**src/rtl/shift_add_mult_ctrl.sv**
```systemverilog
// Sequencer for an N-bit shift-and-add multiplier datapath.
// Per bit: EVAL conditionally accumulates, SHIFT advances the operands.
//
// state | meaning
// ------+-----------------------------------------------------------
// IDLE  | waiting for start, bit_idx held at 0
// LOAD  | operand registers load, accumulator clears
// EVAL  | accumulate shifted multiplicand when q_lsb is set
// SHIFT | shift operands, advance bit_idx or finish after bit N-1
// DONE  | one-cycle product-valid pulse
module shift_add_mult_ctrl #(
    parameter int N = 5
) (
    input  logic                     clk,
    input  logic                     rst,
    input  logic                     start,
    input  logic                     abort,
    input  logic                     q_lsb,
    output logic                     load,
    output logic                     acc_en,
    output logic                     shift_en,
    output logic                     busy,
    output logic                     done,
    output logic [$clog2(N+1)-1:0]   bit_idx
);

    localparam int IW = $clog2(N + 1);
    localparam logic [IW-1:0] LAST_IDX = IW'(N - 1);

    typedef enum logic [2:0] {
        S_IDLE  = 3'd0,
        S_LOAD  = 3'd1,
        S_EVAL  = 3'd2,
        S_SHIFT = 3'd3,
        S_DONE  = 3'd4
    } state_t;

    state_t          state_q, state_d;
    logic [IW-1:0]   bit_idx_q, bit_idx_d;

    always_ff @(posedge clk or posedge rst) begin
        if (rst) begin
            state_q   <= S_IDLE;
            bit_idx_q <= '0;
        end else begin
            state_q   <= state_d;
            bit_idx_q <= bit_idx_d;
        end
    end

    always_comb begin
        state_d   = state_q;
        bit_idx_d = bit_idx_q;
        case (state_q)
            S_IDLE: begin
                bit_idx_d = '0;
                if (start) state_d = S_LOAD;
            end
            S_LOAD: begin
                bit_idx_d = '0;
                state_d   = abort ? S_IDLE : S_EVAL;
            end
            S_EVAL: begin
                if (abort) begin
                    state_d   = S_IDLE;
                    bit_idx_d = '0;
                end else begin
                    state_d = S_SHIFT;
                end
            end
            S_SHIFT: begin
                if (abort) begin
                    state_d   = S_IDLE;
                    bit_idx_d = '0;
                end else if (bit_idx_q < LAST_IDX) begin
                    state_d   = S_EVAL;
                    bit_idx_d = bit_idx_q + IW'(1);
                end else begin
                    // bit_idx is cleared on the way into DONE so it reads 0 there
                    state_d   = S_DONE;
                    bit_idx_d = '0;
                end
            end
            S_DONE: begin
                state_d   = S_IDLE;
                bit_idx_d = '0;
            end
            default: begin
                state_d   = S_IDLE;
                bit_idx_d = '0;
            end
        endcase
    end

    // Only acc_en looks at an input; everything else is pure state decode.
    always_comb begin
        load     = (state_q == S_LOAD);
        acc_en   = (state_q == S_EVAL) && q_lsb;
        shift_en = (state_q == S_SHIFT);
        busy     = (state_q == S_LOAD) || (state_q == S_EVAL) || (state_q == S_SHIFT);
        done     = (state_q == S_DONE);
        bit_idx  = bit_idx_q;
    end

endmodule

```
**config.mk**
```make
export PLATFORM = sky130hd
export DESIGN_NAME = shift_add_mult_ctrl
export DESIGN_NICKNAME = d
export VERILOG_FILES = /design/src/rtl/shift_add_mult_ctrl.sv
export SDC_FILE = /design/constraint.sdc
export NUM_CORES = 1
export LEC_CHECK = 0
export CAP_MARGIN = 10
export CORE_AREA = 2 2 39 41
export DETAILED_ROUTE_END_ITERATION = 7
export DIE_AREA = 0 0 41 43
export RECOVER_POWER = 100
export SLEW_MARGIN = 20
export SYNTH_ARGS = -nofsm -noshare
export SYNTH_HDL_FRONTEND = slang
export SYNTH_SLANG_ARGS = --single-unit
```
**constraint.sdc**
```tcl
create_clock -name clk -period 1.1 [get_ports clk]
set_input_delay 0.33 -clock clk [delete_from_list [all_inputs] [get_ports clk]]
set_output_delay 0.33 -clock clk [all_outputs]
set_load 0.02 [all_outputs]
```
==> impl_metrics.ini, run 1 <==
[global_routing]
grt_start_max_net_pins = 10
initial_antenna_violation_count = 0
grt_pass1_vias = 293
global_route.usage.total_pct = 10.9
grt_first_pass_wirelength_mm = 1.24
gr-total-overflow = 0

[setup_path]
timing.critical_path.slowest_cell_delay_ps = 430
endpoint_kind = output pin
critical_path.startpoint_type = flip-flop
critical_path_class = flip-flop to output pin
critPathMaxFanout = 5
ordered_cell_list_for_the_critical_path = and4bb_2 -> buf_6
critical_path_required_ps = 770
r2r_cells = 3
cp.arrival_ps = 1090
cell_at_the_slowest_stage_of_the_critical_path = sky130_fd_sc_hd__dfrtp_2

[finish]
final_nets = 63
postLayoutCellArea_um2 = 606
antennaDiodeCount = 0
syn_to_final_growth_pct = 74.7
nFillCells = 151
final-seq-area_um2 = 154
multiInputGateArea_um2 = 205
drive_gt1_share_pct = 67.9
final_util_pct = 43.8

[logic_synthesis]
synth.net_count = 38
synthesis_stage_register_bit_count = 6
postSynth.asyncResetShare_pct = 100
synth_largest_type_area_fraction_pct = 43.3
synth_largest_area_cell = sky130_fd_sc_hd__dfrtp_1
ys_seq_area_share_pct = 43.3
synthesized_instance_count = 32
post_synth_instance_area_um2 = 347
yosys_warnings = 0
avgSynthCellArea_um2 = 10.8
netlist_top_cells_area = sky130_fd_sc_hd__dfrtp_1, sky130_fd_sc_hd__a21oi_2, sky130_fd_sc_hd__nand3b_1
synth.most_common_cell = sky130_fd_sc_hd__dfrtp_1
synth_top_flop_cell = sky130_fd_sc_hd__dfrtp_1
synth_edf_count = 0
synth_common_cells = sky130_fd_sc_hd__dfrtp_1, sky130_fd_sc_hd__a21oi_2
synth_cell_type_count = 21

[sta]
post-route-worst-setup-slack_ps = -323
timing.hold.ws_ps = 446
finalSetupViolCount = 11
fmax_mhz = 703
timing.max_slew.rel_slack_pct = 83.6
sum_of_negative_setup_slack_ps = -1740
worstMarginPinSlew_ps = 246
worst_clock_skew_ps = 7.54
final_hold_viol_count = 0
slew_viol_final = 0
layout_worst_path_cycle_share_pct = 129
finalCriticalPeriod_ps = 1420
rsz0062_at_grt = yes

[cts]
cts_buffers = 3
cts.clk_slew.worst_paths_ps = 50
cts.hold.buffers_added = 0
clock_sinks = 6
cts-root-buf = sky130_fd_sc_hd__clkbuf_4
cts-root-to-sink-buffers = 2
worstSkewPairLatency_ps = 250
htree_levels = 1
tritoncts_clock_tree = yes

[floorplan]
die-area_um2 = 1760
start_util_pct = 25.0
core_area_um2 = 1380
fp.dieH_um = 43
placement_rows = 14
fp.dieW_um = 41
boundaryPins = 13

[min_path]
hold_path_class = primary input to async pin

[drt]
routed-via-count = 324
totalWireLength_um = 759
drt-pass1-iter-count = 2
ant_nets = 0
avg_vias_per_cell = 4.50
post-route-drc-count = 0
wl_per_cell_um = 10.5
dr.first_iter.drc_count = 9

[status]
violations_in_the_final_reports = setup timing
run_status = finished, violations left

[placed_design]
place.detailed.hpwl_um = 532
placed_area_um2 = 551
routabilityCongestion = 0.603
io_buffers = 12

[power]
p_leak_uw = 0.000276
power_per_unit_of_standard_cell_area_nw_per_um2 = 1180
worst_ir_drop_vdd_v = 0.000678

[job]
reported_max_cap_violation_count = 0
-- power breakdown --
part | internal [uW] | total (uW) | switching, uW | leakage (uW)
logic | 136 | 239 | 103 | 0.000184
registers | 236 | 254 | 17.5 | 0.0000766
clock network | 138 | 221 | 83.4 | 0.0000150
total | 510 | 714 | 204 | 0.000276
-- repair_timing --
item,4_1_cts,5_1_grt
cloned,0,0
setup buffers,1,1
pin swaps,3,4
gates resized for setup,47,8
setup endpoints to repair,12,14
-- registers in the layout (all words and copies together) (netlist names) --
name	count
bit_idx	3
state_q	3
-- metal layers --
| layer | global-route usage, % | part of all wire, % | vias up |
|---|---|---|---|
| met4 | 10.0 | 1.3 | 0 |
| met3 | 3.14 | 9.0 | 2 |
| met1 | 14.5 | 45 | 152 |
| li1 | - | - | 159 |
| met5 | 0 | 0 | - |
| met2 | 13.4 | 44 | 11 |
-- logic make-up (layout without fill, tap and decap cells) --
group	after synthesis	in the layout	synth area share, %
adders and majority gates	1	1	3.61
and+or+nand+nor	19	19	40.1
DFF	6	6	43.3
AOI/OAI and AO/OA	4	4	9.75
buffers and inverters	2	26	3.25
-- worst max-delay path, delay by kind of cell, from the launching register on --
kind,cells,cell delay [ps]
simple gates,1,300
buf+inv,1,110
flops,1,430
-- metrics by stage --
step                instances  power (uW)  setup WS, ps
finish                     72         714          -323
global route               72         770          -373
CTS                        71         699          -331
detailed placement         67         471          -811
global placement           67         470          -807
floorplan                  32         377         -89.2
-- worst paths after layout --
| check | start | end | slack [ps] |
|---|---|---|---|
| worst max-delay path | state_q[2]$_DFFE_PP0P_ | acc_en | -320 |
| worst min-delay path | rst | state_q[1]$_DFFE_PP0P_ | 450 |
| worst max register to register | state_q[2]$_DFFE_PP0P_ | bit_idx[1]$_DFFE_PP0P_ | -80 |
| worst min register to register | state_q[2]$_DFFE_PP0P_ | state_q[1]$_DFFE_PP0P_ | 610 |
| max in group asynchronous | rst | bit_idx[2]$_DFFE_PP0P_ | 440 |
| min in group clk | state_q[2]$_DFFE_PP0P_ | state_q[1]$_DFFE_PP0P_ | 610 |
-- layout make-up --
class                      instances  share of cell area [%]
clock buffer                       4                    4.34
inverter                           1                   0.620
multi-input combinational         24                    33.9
sequential                         6                    25.4
tap                               16                    3.31
timing repair buffer              21                    32.4
-- layout by cell type, fill, tap and decap left out, drive strengths merged, types with 2 or more instances in the layout --
master          n
or3b            2
or2b            3
a21oi           3
nand2b          2
clkbuf          4
buf            17
nor2            3
clkdlybuf4s50   2
dfrtp           6
nand3b          2
(Power assumes the default switching activity.)
==> inputs of run 2 (changes only) <==
--- a/config.mk
+++ b/config.mk
@@ -5,10 +5,12 @@
 export SDC_FILE = /design/constraint.sdc
 export NUM_CORES = 1
 export LEC_CHECK = 0
+export ABC_AREA = 1
 export CAP_MARGIN = 10
 export CORE_AREA = 2 2 39 41
 export DETAILED_ROUTE_END_ITERATION = 7
 export DIE_AREA = 0 0 41 43
+export HOLD_SLACK_MARGIN = 0.1
 export RECOVER_POWER = 100
 export SLEW_MARGIN = 20
 export SYNTH_ARGS = -nofsm -noshare
==> run 2 against run 1 <==
Cell area grew 18%; flip-flop and latch count is the same; the flow still finishes with violations (setup timing); die area is the same; power grew 120%; worst hold slack gained 7.4 ps; synthesized area grew 1.8%; final cell count grew 17%; core utilization grew 8.0 points; sequential power grew 36%; clock-buffer cell count shrank 1; register-to-register slack is essentially flat.
==> impl_metrics.ini, run 2 <==
[status]
run_status = finished, violations left
violations_in_the_final_reports = setup timing

[setup_path]
critPathMaxFanout = 3
crit-reg2reg-launch = state_q[1]$_DFFE_PP0P_
rrSetupSlack_ps = -70
cp.arrival_ps = 1100
setup.worst_path.start = state_q[2]$_DFFE_PP0P_
ordered_cell_list_for_the_critical_path = nor2_8 -> and3_4 -> buf_6
critical_path.startpoint_type = flip-flop
critical_path_required_ps = 770
critical_path_class = flip-flop to output pin
endpoint_kind = output pin
cell_at_the_slowest_stage_of_the_critical_path = sky130_fd_sc_hd__dfrtp_2
timing.critical_path.slowest_cell_delay_ps = 460

[logic_synthesis]
synth.net_count = 44
synthesized_instance_count = 38
synth_edf_count = 0
postSynth.asyncResetShare_pct = 100
yosys_warnings = 0
post_synth_instance_area_um2 = 353
synth_cell_type_count = 17
synth_largest_type_area_fraction_pct = 42.6
synthesis_stage_register_bit_count = 6
synth_largest_area_cell = sky130_fd_sc_hd__dfrtp_1
ys_seq_area_share_pct = 42.6
netlist_top_cells_area = sky130_fd_sc_hd__dfrtp_1, sky130_fd_sc_hd__o21ai_2, sky130_fd_sc_hd__inv_1
avgSynthCellArea_um2 = 9.29
synth_common_cells = sky130_fd_sc_hd__dfrtp_1, sky130_fd_sc_hd__inv_1, sky130_fd_sc_hd__nor2_1
synth_top_flop_cell = sky130_fd_sc_hd__dfrtp_1

[sta]
finalSetupViolCount = 7
final_hold_viol_count = 0
worst_clock_skew_ps = 0.518
fmax_mhz = 699
timing.max_slew.rel_slack_pct = 83.3
worstMarginPinSlew_ps = 251
layout_worst_path_cycle_share_pct = 130
slew_viol_final = 0
finalCriticalPeriod_ps = 1430
sum_of_negative_setup_slack_ps = -1680
post-route-worst-setup-slack_ps = -330
rsz0062_at_grt = yes

[power]
netSwitchingPower_uw = 644
worst_ir_drop_vdd_v = 0.000787
power_per_unit_of_standard_cell_area_nw_per_um2 = 2220
share_comb_of_total_power_pct = 65.5
p_leak_uw = 0.000330
switching_share_pct = 40.6
pwr-share-seq_pct = 21.7
share_clk_of_total_power_pct = 12.8
post-layout-total-power_uw = 1590
internal-power_uw = 944

[global_routing]
global_route.usage.total_pct = 13.3
initial_antenna_violation_count = 0
grt_start_max_net_pins = 7
gr-total-overflow = 0
grt_pass1_vias = 385
grt_first_pass_wirelength_mm = 1.59

[finish]
syn_to_final_growth_pct = 103
antennaDiodeCount = 0
layout_commonest_cell = sky130_fd_sc_hd__buf_4
final-instance-count-excl-fill = 84
final_nets = 76
drive_gt1_share_pct = 72.1
mostFrequentLayoutCells = sky130_fd_sc_hd__buf_4, sky130_fd_sc_hd__buf_6, sky130_fd_sc_hd__inv_1
final_util_pct = 51.7
postLayoutCellArea_um2 = 716

[cts]
worstSkewPairLatency_ps = 240
htree_levels = 1
tritoncts_clock_tree = yes
clock_sinks = 6
cts-root-to-sink-buffers = 2
cts_buffers = 3
cts.clk_slew.worst_paths_ps = 50
cts-root-buf = sky130_fd_sc_hd__clkbuf_4

[drt]
ant_nets = 0
wl_per_cell_um = 11.2
post-route-drc-count = 0
routed-via-count = 361
totalWireLength_um = 940
dr.first_iter.drc_count = 1
avg_vias_per_cell = 4.30
drt-pass1-iter-count = 3

[placed_design]
dp_cells = 77
placed_area_um2 = 584
place.detailed.hpwl_um = 637
io_buffers = 12
routabilityCongestion = 0.733

[min_path]
hold_path_class = primary input to async pin

[floorplan]
start_util_pct = 25.5
fp.dieW_um = 41
placement_rows = 14
core_area_um2 = 1380
boundaryPins = 13
die-area_um2 = 1760
fp.dieH_um = 43

[job]
reported_max_cap_violation_count = 0
-- run 2: changes by cell type after synthesis, moves of 2 or more --
cell                       change
sky130_fd_sc_hd__o21ai_2       +3
sky130_fd_sc_hd__nor2_1        +2
sky130_fd_sc_hd__nand2b_1      -2
sky130_fd_sc_hd__nand3b_1      -2
sky130_fd_sc_hd__inv_1         +5
sky130_fd_sc_hd__or2b_1        -2
sky130_fd_sc_hd__a21oi_2       -2
sky130_fd_sc_hd__nand4_1       +3
sky130_fd_sc_hd__inv_2         +2
sky130_fd_sc_hd__nand2_1       +2
-- run 2: kinds of logic after synthesis --
family,after synthesis,synth area share (%)
compound gates,4,9.93
fa+ha+maj,1,3.55
buf+inv,8,8.51
flops,6,42.6
simple gates,19,35.5
-- run 2: final cells by class --
| cell class | count | area (um2) |
|---|---|---|
| Clock buffer | 3 | 22.5 |
| Fill cell | 133 | 668 |
| Inverter | 8 | 32.5 |
| Multi-Input combinational cell | 24 | 241 |
| Sequential cell | 6 | 153 |
| Tap cell | 16 | 20.0 |
| Timing Repair Buffer | 27 | 246 |
-- run 2: final timing paths --
| kind | endpoint | cells past startpoint |
|---|---|---|
| setup / recovery | acc_en | 3 |
| min in group clk | bit_idx[1]$_DFFE_PP0P_ | 3 |
| hold reg to reg | bit_idx[1]$_DFFE_PP0P_ | 3 |
| max in group asynchronous | state_q[0]$_DFFE_PP0P_ | 2 |
| setup reg to reg | state_q[2]$_DFFE_PP0P_ | 6 |
| hold / removal | state_q[1]$_DFFE_PP0P_ | 2 |
-- run 2: power by group through the flow --
stage                     clock (uW)  sequential [uW]  combinational, uW
after CTS                        216              337                996
after floorplan                    0              336                385
after global placement             0              323                790
after global routing             231              354               1120
final                            203              345               1040
after detailed placement           0              322                795
-- run 2: critical path, delay by kind of cell, from the launching register on --
family	cells	cell delay [ps]
buffers and inverters	1	110
and+or+nand+nor	2	290
DFF	1	460
-- run 2: layer usage --
| layer | part of all wire, % | GRT usage, % | up-vias |
|---|---|---|---|
| met3 | 4.4 | 3.14 | 0 |
| met5 | 0 | 0 | - |
| li1 | - | - | 186 |
| met1 | 40 | 15.9 | 166 |
| met2 | 56 | 21.3 | 9 |
| met4 | 0 | 6.00 | 0 |
-- run 2: repair_timing --
action,CTS,global route
hold buffers,0,0
pin swaps,3,6
resized for setup,59,6
endpoints found under the setup margin,9,14
cloned,0,0
setup buffers,4,0
-- run 2: per-stage QoR --
step / setup WS, ps / hold WS, ps
after floorplan: -54.3 / 121
after global placement: -770 / 572
after detailed placement: -773 / 575
after CTS: -353 / 312
after global routing: -394 / 485
final: -330 / 453
